## src/rtl/mem_access_stage.sv

```systemverilog
// mem_access_stage: EX/MEM register and load/store unit with a req/ack memory handshake.
module mem_access_stage #(parameter int unsigned TIMEOUT_CYCLES = 255) (
  input  logic        Clock,
  input  logic        Reset,
  input  logic        Ex_Valid,
  input  logic [31:0] Ex_Result,
  input  logic [31:0] Ex_StoreData,
  input  logic [4:0]  Ex_RegDest,
  input  logic        Ex_RegWrite,
  input  logic        Ex_MemRead,
  input  logic        Ex_MemWrite,
  input  logic [1:0]  Ex_MemSize,
  input  logic        Ex_LoadSigned,
  output logic        Stall,
  output logic        Mem_Req,
  output logic        Mem_We,
  output logic [31:0] Mem_Addr,
  output logic [31:0] Mem_WData,
  output logic [3:0]  Mem_ByteEn,
  input  logic        Mem_Ack,
  input  logic [31:0] Mem_RData,
  output logic [31:0] FW_Data,
  output logic [31:0] MemLoad_Out,
  output logic        Wb_Valid,
  output logic        Wb_RegWrite,
  output logic [4:0]  Wb_RegDest,
  output logic [31:0] Wb_Data,
  output logic        Misalign,
  output logic        Timeout
);
  typedef enum logic {IDLE, ACCESS} state_t;
  state_t state, state_n;
  logic m_valid, m_reg_write, m_mem_read, m_mem_write, m_load_signed;
  logic [31:0] m_result, m_store_data, shifted;
  logic [4:0] m_reg_dest;
  logic [1:0] m_mem_size;
  logic capture, ex_mem, ex_aligned, m_mem, m_aligned, m_load, abort, retire, wb_rw;

  function automatic logic is_aligned(input logic [1:0] size, input logic [1:0] a);
    return (size == 2'b01) ? ~a[0] : (size == 2'b10) ? 1'b1 : (a == 2'b00);
  endfunction

  assign Stall = (state == ACCESS) & ~Mem_Ack;
  assign capture = ~Stall;
  assign ex_mem = Ex_MemRead | Ex_MemWrite;
  assign ex_aligned = is_aligned(Ex_MemSize, Ex_Result[1:0]);
  assign m_mem = m_mem_read | m_mem_write;
  assign m_aligned = is_aligned(m_mem_size, m_result[1:0]);
  assign m_load = m_mem_read & ~m_mem_write;

  assign Mem_Req = (state == ACCESS);
  assign Mem_We = Mem_Req & m_mem_write;
  assign Mem_Addr = {m_result[31:2], 2'b00};
  assign Mem_WData = (m_mem_size == 2'b10) ? {4{m_store_data[7:0]}} :
                     (m_mem_size == 2'b01) ? {2{m_store_data[15:0]}} : m_store_data;
  assign Mem_ByteEn = !Mem_Req ? 4'b0000 :
                      (m_mem_size == 2'b01) ? (m_result[1] ? 4'b1100 : 4'b0011) :
                      (m_mem_size == 2'b10) ? (4'b0001 << m_result[1:0]) : 4'b1111;
  assign FW_Data = m_result;

  assign shifted = Mem_RData >> {m_result[1:0], 3'b000};
  assign MemLoad_Out = (m_mem_size == 2'b10) ? {{24{m_load_signed & shifted[7]}}, shifted[7:0]} :
                       (m_mem_size == 2'b01) ? {{16{m_load_signed & shifted[15]}}, shifted[15:0]} :
                       Mem_RData;

  always_comb begin
    state_n = (capture & Ex_Valid & ex_mem & ex_aligned) ? ACCESS :
              (Mem_Ack | abort) ? IDLE : state;
  end

  assign retire = (state == IDLE) ? (m_valid & (~m_mem | ~m_aligned)) : (Mem_Ack | abort);
  assign wb_rw = retire & ~abort & m_reg_write & ((state == IDLE) ? ~m_mem : ~m_mem_write);

`ifdef MEM_ACCESS_TIMEOUT_EN
  logic [7:0] cnt;
  assign abort = (state == ACCESS) & ~Mem_Ack & (cnt == 8'(TIMEOUT_CYCLES - 1));
  always_ff @(posedge Clock) begin
    if (!Reset) begin
      cnt <= '0;
      Timeout <= 1'b0;
    end else begin
      cnt <= (state_n == ACCESS && (state == IDLE || Mem_Ack)) ? 8'd0 :
             (state == ACCESS && !Mem_Ack) ? cnt + 8'd1 : cnt;
      Timeout <= abort;
    end
  end
`else
  assign abort = 1'b0;
  assign Timeout = 1'b0;
`endif

  always_ff @(posedge Clock) begin
    if (!Reset) begin
      state <= IDLE;
      {m_valid, m_reg_write, m_mem_read, m_mem_write, m_load_signed} <= '0;
      {m_result, m_store_data, m_reg_dest, m_mem_size} <= '0;
      {Wb_Valid, Wb_RegWrite, Wb_RegDest, Wb_Data, Misalign} <= '0;
    end else begin
      state <= state_n;
      if (capture) m_valid <= Ex_Valid;
      if (capture && Ex_Valid) begin
        m_result <= Ex_Result;
        m_store_data <= Ex_StoreData;
        m_reg_dest <= Ex_RegDest;
        m_reg_write <= Ex_RegWrite;
        m_mem_read <= Ex_MemRead;
        m_mem_write <= Ex_MemWrite;
        m_mem_size <= Ex_MemSize;
        m_load_signed <= Ex_LoadSigned;
      end
      Wb_Valid <= retire;
      Wb_RegWrite <= wb_rw;
      if (retire) begin
        Wb_RegDest <= m_reg_dest;
        Wb_Data <= m_load ? MemLoad_Out : m_result;
      end
      Misalign <= capture & Ex_Valid & ex_mem & ~ex_aligned;
    end
  end
endmodule

```

## config.mk

```make
export PLATFORM = sky130hd
export DESIGN_NAME = mem_access_stage
export DESIGN_NICKNAME = d
export VERILOG_FILES = /design/src/rtl/mem_access_stage.sv
export SDC_FILE = /design/constraint.sdc
export NUM_CORES = 1
export LEC_CHECK = 0
export BUFFER_PORTS_ARGS = -buffer_cell sky130_fd_sc_hd__buf_2
export CORE_UTILIZATION = 48
export CTS_BUF_LIST = sky130_fd_sc_hd__clkbuf_16
export DETAILED_ROUTE_END_ITERATION = 8
export PLACE_DENSITY = 0.9
export SLEW_MARGIN = 10
export SYNTH_ARGS = -nofsm -noshare
export SYNTH_HDL_FRONTEND = slang
export SYNTH_SLANG_ARGS = --single-unit
export TNS_END_PERCENT = 50
```

## constraint.sdc

```tcl
create_clock -name Clock -period 2.4 [get_ports Clock]
set_input_delay 0.12 -clock Clock [delete_from_list [all_inputs] [get_ports Clock]]
set_output_delay 0.12 -clock Clock [all_outputs]
set_load 0.005 [all_outputs]
```

==> results.tsv <==
stage	metric	value	unit
layout	FILL cells	924	
hold_path	Hold Path Class	in2reg	
drt	via/cell ratio	5.56	
placed_design	placed instance count	1178	
logic_synthesis	most frequent cell after synthesis	nand2_1	
setup_path	Crit. Startpoint	FW_Data[0]	
pwr	PwrDens	679	nW/um2
drt	Final ANT Viol Nets	0	
timing	clk_skew	5.72	ps
layout	layout cell share with drive strength beyond 1	33.9	%
logic_synthesis	synth top area cells	dfxtp_1 (37%), nand2_1 (12%), a21boi_0 (6.7%)	
die	Die X	116	um
setup_path	Crit path required time	2280	ps
global_route	largest net degree at the start of global routing	64	
setup_path	flop-to-flop setup slack	410	ps
clock_tree	Root Buffer	clkbuf_16	
logic_synthesis	register area share after synthesis	37.3	%
clock_tree	cts bufs inserted	17	
clock_tree	Clk Latency, worst-skew pair	420	ps
setup_path	WS Path Type	reg2out	
logic_synthesis	post-synthesis compound-gate area fraction	27.3	%
hold_path	Hold Startpoint	Ex_Result[18]	
logic_synthesis	mux contribution to synthesized area	5.69	%
layout	Reg area	2340	um2
pwr	VDD IR max	859	uV
clock_tree	clk sink count	117	
layout	multi-input combinational cell area	3340	um2
logic_synthesis	adder-cell area share of the yosys netlist	0	%
clock_tree	CTS tree	built	
setup_path	RR Startpoint	Mem_Req	
setup_path	Register-to-Register Path Depth	5	
logic_synthesis	Yosys top cell area share	37.3	%
timing	Final min period	2370	ps
pwr	Static Leakage	4.30	nW
logic_synthesis	synth unique cells	48	
timing	RSZ-0062 raised after global routing	true	
setup_path	FF-to-FF End	Wb_Data[26]	
die	io pins	287	
timing	Hold Vio Cnt, Final	0	
timing	Worst-Margin Slew	900	ps
timing	final setup TNS	0	ps
layout	area grow syn2layout	42.8	%
pwr	total power	6.09	mW
clock_tree	Clock transition at path regs	60	ps
drt	DR iter-0 viols	683	
setup_path	critical path startpoint category	flip-flop	
clock_tree	H-tree depth	4	
logic_synthesis	synth cell count leaders	nand2_1 (199), dfxtp_1 (117), a21boi_0 (56), clkbuf_1 (45), buf_4 (43)	
logic_synthesis	post-synthesis simple-gate area fraction	18.7	%
logic_synthesis	synthesized flop and latch total	117	
logic_synthesis	synthesized area per cell	7.80	um2
drt	WL per Instance	18.3	um
timing	Max Clock Freq	422	MHz
global_route	first-pass GRT wire length	34.8	mm
logic_synthesis	Synth async-reset ratio	0	%
logic_synthesis	Mapped Area	6280	um2
die	die height	116	um
setup_path	Worst EP arrival	2250	ps
layout	post-route design area	8970	um2
die	die footprint	13600	um2
logic_synthesis	Post-Syn Instances	806	
timing	Max-slew headroom	40.0	%
setup_path	Worst setup EP type	primary output	
timing	max-slew violation count	0	
logic_synthesis	Yosys warning total	0	
placed_design	placed inst area	7540	um2
logic_synthesis	most frequently used flop master after synthesis	dfxtp_1	
clock_tree	Post CTS Setup Buffer Count	0	
global_route	global route total overflow	0	
setup_path	Critical Path Fanout Max	7	
logic_synthesis	Synth Area in XOR/XNOR	0.398	%
logic_synthesis	EDFF count, synth	0	
run	max_cap viols	0	
logic_synthesis	largest family of logic cells by synthesized area	compound AO/OA/AOI/OAI gates	
drt	drt total wl	23.5	mm
logic_synthesis	cell taking the most area after synthesis	dfxtp_1	
clock_tree	Bufs on Longest Clock Path	2	
global_route	GRT Total Usage	34.2	%
placed_design	Final HPWL DP	14.9	mm
timing	Tcrit/Tclk final	98.6	%
drt	first drt pass iteration count	7	
timing	tightest hold margin	12.1	ps
global_route	initial antenna violation count	2	
timing	Final setup viols	0	
hold_path	Hold Crit Depth	3	
placed_design	IO Port Bufs	283	
die	core area	12700	um2
outcome	status	finished, final reports clean	
die	Starting Density	49.6	%
placed_design	Routability Congestion	0.857	
drt	DRC	0	
global_route	vias in the first global route	6768	
die	FP Rows	41	
layout	Non-Filler Instances	1284	
layout	Final Net Count	1210	
drt	vias post-DR	7144	
hold_path	Endpoint, Worst Hold	FW_Data[18]	
per-layer routing:
| layer | wire length (um) | GRT usage, % | up-vias |
|---|---|---|---|
| met1 | 8140 | 34.1 | 3251 |
| met2 | 11800 | 60.4 | 467 |
| li1 | - | - | 3300 |
| met5 | 13 | 0 | - |
| met3 | 2210 | 12.4 | 124 |
| met4 | 1260 | 21.2 | 2 |
cells by family (layout without fill, tap and decap cells):
group	after synthesis	after routing
AOI/OAI and AO/OA	248	248
xor gates and xnor gates	2	2
buffers and inverters	128	431
DFF	117	117
muxes	32	32
other	1	4
and+or+nand+nor	278	278
worst max-delay path by stage:
stage / end / slack [ps]
after floorplan: Wb_Data[10] / 500
after global placement: Wb_Data[24] / 470
after detailed placement: Wb_Data[31] / 380
after CTS: MemLoad_Out[10] / 5
after global routing: MemLoad_Out[13] / -20
final: MemLoad_Out[13] / 30
registers in the layout (all words and copies together), names as in the netlist:
signal	count
FW_Data	32
Wb_Data	32
m_store_data	32
Wb_RegDest	5
m_reg_dest	5
m_mem_size	2
Mem_Req	1
Misalign	1
Wb_RegWrite	1
Wb_Valid	1
m_load_signed	1
m_mem_read	1
m_mem_write	1
m_reg_write	1
m_valid	1
placed cells by master (no fill, tap or decap), types with 3 or more instances in the layout:
| cell | instances |
|---|---|
| o31a_1 | 7 |
| a21boi_1 | 20 |
| buf_4 | 22 |
| a21o_1 | 17 |
| inv_1 | 19 |
| nand2b_1 | 7 |
| conb_1 | 3 |
| nor2b_1 | 17 |
| a21oi_4 | 3 |
| nor2_1 | 33 |
| o21ai_0 | 31 |
| o21ai_1 | 8 |
| a211oi_1 | 10 |
| buf_2 | 282 |
| a21boi_0 | 56 |
| a22oi_1 | 7 |
| o211ai_1 | 3 |
| o2bb2ai_1 | 15 |
| a31oi_1 | 8 |
| nand2_1 | 198 |
| a21oi_2 | 4 |
| clkinvlp_4 | 4 |
| nand4_1 | 8 |
| o221ai_1 | 8 |
| mux2i_1 | 14 |
| bufinv_16 | 5 |
| a21oi_1 | 35 |
| dfxtp_1 | 115 |
| mux2_2 | 16 |
| clkbuf_16 | 17 |
| dlygate4sd3_1 | 74 |
| o22ai_1 | 8 |
metrics by stage:
step	util, %	setup slack (ps)
global route	70.8	-19.7
global placement	59.5	467
floorplan	-	499
detailed placement	59.5	380
CTS	70.5	4.56
finish	70.8	32.9
critical path, stage by stage, from the launching register on:
cell,delay [ps]
dfxtp_2,350
mux4_2,540
a21o_1,210
mux2_4,340
a21oi_2,210
inv_1,60
buf_2,120
power by group:
| group | internal (mW) | switching [mW] |
|---|---|---|
| Clock | 1.83 | 0.945 |
| Sequential | 2.06 | 0.104 |
| Combinational | 0.540 | 0.620 |
cell type report:
type | count | share of cell area (%)
Multi-Input combinational cell | 563 | 37.3
Timing Repair Buffer | 381 | 26.3
Sequential cell | 117 | 26.1
Clock buffer | 17 | 4.74
Tap cell | 172 | 2.40
Clock inverter | 14 | 2.34
Inverter | 19 | 0.795
Antenna cell | 1 | 0.0279
timing repair:
item                                    in CTS  in global routing
pin swaps                                    0                  3
endpoints found under the setup margin      16                 25
gates resized for setup                      3                  9
endpoints found under the hold margin       75                  0
hold buffers                                74                  0
No activity file was read; power rests on OpenSTA's default activity.
